--- src/rtl/arbiter_pkg.sv ---
// Shared constants and types for the 4-channel round-robin arbiter.
package arbiter_pkg;
    localparam int NUM_CH    = 4;
    localparam int DEF_WIDTH = 8;

    typedef logic [1:0] ch_idx_t;
endpackage

--- src/rtl/arbiter_rr_pick.sv ---
// Cyclic first-requester search starting at the round-robin pointer.
module rr_pick
    import arbiter_pkg::*;
(
    input  logic [3:0] i_req,
    input  ch_idx_t    i_ptr,
    output ch_idx_t    o_sel,
    output logic       o_valid
);
    ch_idx_t w_idx;

    always_comb begin
        o_sel   = i_ptr;
        o_valid = 1'b0;
        w_idx   = i_ptr;
        // Walk from highest offset down so the nearest requester wins last.
        for (int k = 3; k >= 0; k--) begin
            w_idx = i_ptr + ch_idx_t'(k);
            if (i_req[w_idx]) begin
                o_sel   = w_idx;
                o_valid = 1'b1;
            end
        end
    end
endmodule

--- src/rtl/arbiter.sv ---
// Round-robin arbiter over four data channels with a 2-stage registered output.
// Optional build macro ARB_SKIP_IDLE_EN: skip channels whose data is zero.
module arbiter
    import arbiter_pkg::*;
#(
    parameter int WIDTH  = DEF_WIDTH,
    parameter int NUM_CH = 4
) (
    input  logic [WIDTH-1:0] a,
    input  logic [WIDTH-1:0] b,
    input  logic [WIDTH-1:0] c,
    input  logic [WIDTH-1:0] d,
    input  logic             clk,
    input  logic             rst,
    output logic [WIDTH-1:0] out
);
    ch_idx_t          r_ptr;
    logic [WIDTH-1:0] r_s1;
    logic [3:0]       w_req;
    ch_idx_t          w_sel;
    logic             w_valid;
    logic [WIDTH-1:0] w_data;

`ifdef ARB_SKIP_IDLE_EN
    assign w_req = {|d, |c, |b, |a};
`else
    assign w_req = 4'b1111;
`endif

    rr_pick u_pick (
        .i_req   (w_req),
        .i_ptr   (r_ptr),
        .o_sel   (w_sel),
        .o_valid (w_valid)
    );

    always_comb begin
        w_data = '0;
        if (w_valid) begin
            unique case (w_sel)
                2'd0:    w_data = a;
                2'd1:    w_data = b;
                2'd2:    w_data = c;
                default: w_data = d;
            endcase
        end
    end

    always_ff @(posedge clk or negedge rst) begin
        if (!rst) begin
            r_ptr <= '0;
            r_s1  <= '0;
            out   <= '0;
        end else begin
            r_s1 <= w_data;
            out  <= r_s1;
            // With no requester the pointer holds so the search restarts in place.
            if (w_valid)
                r_ptr <= w_sel + 2'd1;
        end
    end
endmodule

--- config.mk ---
export PLATFORM = sky130hd
export DESIGN_NAME = arbiter
export DESIGN_NICKNAME = d
export VERILOG_FILES = /design/src/rtl/arbiter_pkg.sv /design/src/rtl/arbiter_rr_pick.sv /design/src/rtl/arbiter.sv
export SDC_FILE = /design/constraint.sdc
export NUM_CORES = 1
export LEC_CHECK = 0
export CAP_MARGIN = 20
export CORE_MARGIN = 2
export CORE_UTILIZATION = 36
export CTS_CLUSTER_SIZE = 24
export DETAILED_ROUTE_END_ITERATION = 6
export PLACE_DENSITY = 0.88
export SLEW_MARGIN = 20
export SYNTH_ARGS = -nofsm -noshare
export SYNTH_HDL_FRONTEND = slang
export SYNTH_SLANG_ARGS = --single-unit
--- constraint.sdc ---
create_clock -name clk -period 1.75 [get_ports clk]
set_input_delay 0.525 -clock clk [delete_from_list [all_inputs] [get_ports clk]]
set_output_delay 0.525 -clock clk [all_outputs]
set_load 0.02 [all_outputs]
==> run metrics, run 1 <==
cell area power density=699 mW/mm2; Area growth syn-to-layout=63.5%; vias per inst=4.78; routability cong.=0.659; RSZ-0062 raised after global routing=false; DIE HEIGHT=48.7 um; crit path from=out[4]$_DFF_PN0_; Post-Place Setup Slack=136 ps; Finished Cell Area=0.00118 mm2; Layout Cells excl Fill=121; Die ar.=0.00237 mm2; largest net degree at the start of global routing=19; crit-path max FO=1; Initial Utilization=37.4%; max cap viols=0; Buf/Inv on CP=1; Num CTS Buffers=3; Worst-Margin Slew=504 ps; total wire length=1.75 mm; final net count=133; via count=578; row cnt=16; Final HPWL DP=1.39 mm; crit-path max cell delay=370 ps; routed length per instance=14.5 um; maximum clock frequency=658 MHz; status=complete, no violations; register area share after synthesis=62.6%; leakage=0.519 nW; Worst path top cell family by delay=flip-flops; cell area after synthesis=719 um2; chip width=48.7 um; most common cell after layout, fill and taps aside=clkdlybuf4s50_1; Hold Vio Cnt, Final=0; minimum clock period=1520 ps; final worst-path cycle share=86.8%; Critical Path Source Type=flop; Worst EP required=1220 ps; fin. max-slew vios=0; # diodes=0; layout cells sized above 1=5.32%; Synth Register Bits=18; setup ws final=230 ps; arrival time worst endpoint=990 ps; min-delay src=r_s1[6]$_DFF_PN0_; maximum vdd drop=0.358 mV; deepest clock path buffer count=2; core area=0.00192 mm2; CTS clock-pin slew for the worst setup and hold paths=100 ps; global-route wire length before repair=2.59 mm; clk_skew=0.929 ps; placed cell area=0.00115 mm2; Final ANT Viol Nets=0; GRT Total Usage=15.1%; commonest cells after routing, fill and taps aside=clkdlybuf4s50_1 (33), dfrtp_1 (18), inv_1 (10); placed cell count=117; Cell variety after synth=7; GRT overflow=0; reg2reg start=r_ptr[0]$_DFF_PN0_; initial antenna violation count=0; Net Count, Synth=89; Post-Synthesis Cells=51; WS Path Type=flop to output port; Rel. slew slack=66.4%; CTS tree=done; Synth warnings=0; # hold bufs at CTS=0; vias in the first global route=587; Slowest-stage cell, CP=dfrtp_1; Clock Root Buffer=clkbuf_4; CTS sink count=18; violation count after the first detailed-route iteration=46; Setup-failing EPs final=0; crit-path cells=dlygate4sd2_1; TritonRoute pass-1 iters=5; Min-Delay Path Class=flop to flop; endpoint class of the critical path=output port; DRC viols=0; Setup Total Neg Slack=0 ps; H-tree depth=1; Final Total Pwr=0.823 mW; IO Pins=42; port bufs=41; Synth Area per Inst=14.1 um2; worst skew pair latency=300 ps
## timing repair
action | in CTS | in global routing
setup endpoints to repair | 8 | 0
resized for setup | 8 | 0
buffers inserted | 0 | 0
## layout make-up
cell class,count,area [um2]
Timing Repair Buffer,42,408
Clock buffer,4,36.3
Sequential cell,18,450
Tap cell,27,33.8
Multi-Input combinational cell,20,210
Inverter,10,37.5
Fill cell,163,746
## per-stage QoR
stage	utilization (%)	hold slack, ps
after floorplan	-	229
after global placement	59.8	331
after detailed placement	59.8	336
after CTS	61.2	359
after global routing	61.2	367
final	61.2	356
## cells by family (layout without fill, tap and decap cells)
group / after synthesis / count (layout) / share of synthesized area (%)
DFF: 18 / 18 / 62.6
buffers and inverters: 13 / 56 / 8.17
muxes: 8 / 8 / 11.1
adders and majority gates: 4 / 4 / 6.96
AOI/OAI and AO/OA: 8 / 8 / 11.1
## per-layer routing
metal,part of all wire (%),GRT usage [%],vias up
met2,52,28.1,35
met4,4.0,10.0,0
li1,-,-,267
met1,37,14.5,270
met3,7.0,3.70,6
met5,0,0,-
## power by group
group          internal, mW  switching, mW
sequential            0.434        0.00443
combinational        0.0862         0.0428
clock                 0.127          0.128
total                 0.647          0.175
## final timing paths
kind                                          end  slack [ps]  cells after the start
worst max-delay path                       out[4]         230                      1
worst min-delay path             out[6]$_DFF_PN0_         360                      0
worst max register to register  r_s1[3]$_DFF_PN0_         290                      4
worst min register to register   out[6]$_DFF_PN0_         360                      0
max in group asynchronous       r_s1[4]$_DFF_PN0_        1010                      2
min in group asynchronous        out[0]$_DFF_PN0_         550                      2
## cells in the mapped netlist
library cell,instances,area [um2]
buf_6,1,11.3
dfrtp_1,18,450
inv_1,10,37.5
mux2i_1,8,80.1
ha_1,4,50.1
clkbuf_2,2,10.0
a222oi_1,8,80.1
## sequential cells by signal, indices dropped and copies added, names as in the netlist
signal	flops
r_ptr	2
r_s1	8
out	8
Power figures use the tool's default switching activity.
==> run 2: changes to the inputs <==
--- a/config.mk
+++ b/config.mk
@@ -7,11 +7,12 @@
 export LEC_CHECK = 0
 export CAP_MARGIN = 20
 export CORE_MARGIN = 2
-export CORE_UTILIZATION = 36
+export CORE_UTILIZATION = 41
 export CTS_CLUSTER_SIZE = 24
 export DETAILED_ROUTE_END_ITERATION = 6
-export PLACE_DENSITY = 0.88
-export SLEW_MARGIN = 20
+export HOLD_SLACK_MARGIN = 0.08
+export PLACE_DENSITY = 0.9
 export SYNTH_ARGS = -nofsm -noshare
 export SYNTH_HDL_FRONTEND = slang
+export SYNTH_HIERARCHICAL = 1
 export SYNTH_SLANG_ARGS = --single-unit
==> run metrics, run 2 <==
Clock Root Buffer=clkbuf_4; placed cell area=0.00146 mm2; Buf/Inv on CP=4; most frequent cell on the critical path=buf_4; final worst-path cycle share=98.2%; fin. max-slew vios=0; crit-path max cell delay=410 ps; dominant synthesized flop cell=dfrtp_1; Yosys top cell area share=47.7%; endpoint class of the critical path=flop; Hold Vio Cnt, Final=0; Slowest-stage cell, CP=dfrtp_1; Final ANT Viol Nets=0; core area=0.00219 mm2; maximum clock frequency=582 MHz; DRC viols=0; crit-path max FO=15; DIE HEIGHT=52 um; Worst EP required=1970 ps; asr flop ratio synth=100%; Final Total Pwr=2.27 mW; most common cell after layout, fill and taps aside=clkdlybuf4s50_1; GRT Total Usage=20.2%; top cells by area, synth=dfrtp_1 (48%), a221oi_2 (13%), a22oi_1 (6.4%); # hold bufs at CTS=0; layout cells sized above 1=25.7%; Post-synth EDFFs=0; final net count=188; Finished Cell Area=0.00158 mm2; WS Path Type=flop to flop; CTS clock-pin slew for the worst setup and hold paths=100 ps; routability cong.=0.725; Critical Path Source Type=flop; worst skew pair latency=300 ps; maximum vdd drop=0.758 mV; largest net degree at the start of global routing=19; Synth Register Bits=18; cell area power density=1430 mW/mm2; arrival time worst endpoint=1940 ps; Area growth syn-to-layout=67.7%; # diodes=0; Initial Utilization=43.1%; routed length per instance=16.8 um; deepest clock path buffer count=2; commonest cells after routing, fill and taps aside=clkdlybuf4s50_1 (33), dfrtp_1 (18), conb_1 (18); vias per inst=4.94; Setup-failing EPs final=0; via count=869; cell area after synthesis=945 um2; row cnt=17; GRT overflow=0; Synth area leader=dfrtp_1; Worst path top cell family by delay=buffers and inverters; status=complete, no violations; TritonRoute pass-1 iters=4; port bufs=41; vias in the first global route=813; H-tree depth=1; Final HPWL DP=1.89 mm; violation count after the first detailed-route iteration=24; CTS tree=done; Commonest cells post-synth=dfrtp_1 (18), inv_1 (11), a221oi_2 (8), a22oi_1 (8), a21oi_1 (7); Die ar.=0.00270 mm2; max cap viols=0; Post-Synthesis Cells=81; initial antenna violation count=0; Cell variety after synth=25; leakage=0.722 nW; chip width=52 um; crit-path cells=buf_4 -> o21ai_1 -> nand2_1 -> buf_4 -> ha_4 -> buf_12 -> buf_4 -> a221oi_2; IO Pins=42; Min Hold Slack=357 ps; total wire length=2.96 mm; count leader, synth=dfrtp_1; register area share after synthesis=47.7%; Min-Delay Path Class=flop to flop; global-route wire length before repair=3.84 mm; largest registers=out: 8 flops, r_s1: 8 flops, r_ptr: 2 flops; Synth Area per Inst=11.7 um2; fill count=140; CTS sink count=18; Num CTS Buffers=3; clk_skew=2.75 ps; Synth warnings=6; minimum clock period=1720 ps
## run 2: cell type report
| cell class | instances | area, um2 | area share [%] |
|---|---|---|---|
| inverters | 12 | 45.0 | 2.84 |
| well taps | 28 | 35.0 | 2.21 |
| flip-flops and latches | 18 | 450 | 28.4 |
| repair buffers | 52 | 495 | 31.3 |
| clock buffers | 3 | 22.5 | 1.42 |
| multi-input cells | 63 | 536 | 33.8 |
## run 2: where the power goes
part	switching [mW]	internal [mW]	leakage [nW]	total, mW
clock	0.134	0.0805	0.0138	0.214
sequential	0.0604	0.622	0.217	0.682
combinational	0.690	0.681	0.491	1.37
total	0.884	1.38	0.722	2.27
## run 2: metal layers
layer  vias up  GRT usage [%]  part of all wire, %
li1        406              -                    -
met1       414           23.3                   42
met2        39           34.4                   50
met3        10           5.17                  4.6
met4         0           10.1                  3.1
met5         -              0                    0
## run 2: stage by stage
stage / worst slack [ps] / instances / utilization, % / TNS (ps)
after floorplan: 112 / 98 / - / 0
after global placement: 4.08 / 168 / 66.8 / 0
after detailed placement: -85.2 / 168 / 66.8 / -489
after CTS: 38.9 / 172 / 68.1 / 0
after global routing: -20.1 / 176 / 72.3 / -28.6
final: 32.0 / 176 / 72.3 / 0
## run 2: logic make-up (layout without fill, tap and decap cells)
kind of cell	Yosys count	after routing	share of synthesized area, %
simple gates	10	10	6.49
compound gates	29	29	27.8
fa+ha+maj	4	4	5.30
mux	2	2	2.38
other cells	1	18	0.397
buf+inv	17	67	9.93
flops	18	18	47.7
## run 2: final timing paths
check | start | to | slack, ps | cells after the start
worst max-delay path | r_ptr[1]$_DFFE_PN0P_ | r_s1[6]$_DFF_PN0_ | 30 | 8
max in group asynchronous | rst | out[1]$_DFF_PN0_ | 1000 | 2
worst max register to register | r_ptr[1]$_DFFE_PN0P_ | r_s1[6]$_DFF_PN0_ | 30 | 8
worst min register to register | r_s1[7]$_DFF_PN0_ | out[7]$_DFF_PN0_ | 360 | 0
min in group asynchronous | rst | out[5]$_DFF_PN0_ | 560 | 2
worst min-delay path | r_s1[7]$_DFF_PN0_ | out[7]$_DFF_PN0_ | 360 | 0
## run 2: timing repair
item	4_1_cts	5_1_grt
setup endpoints to repair	17	8
pin swaps	0	3
resized for setup	11	12
buffers inserted	1	4
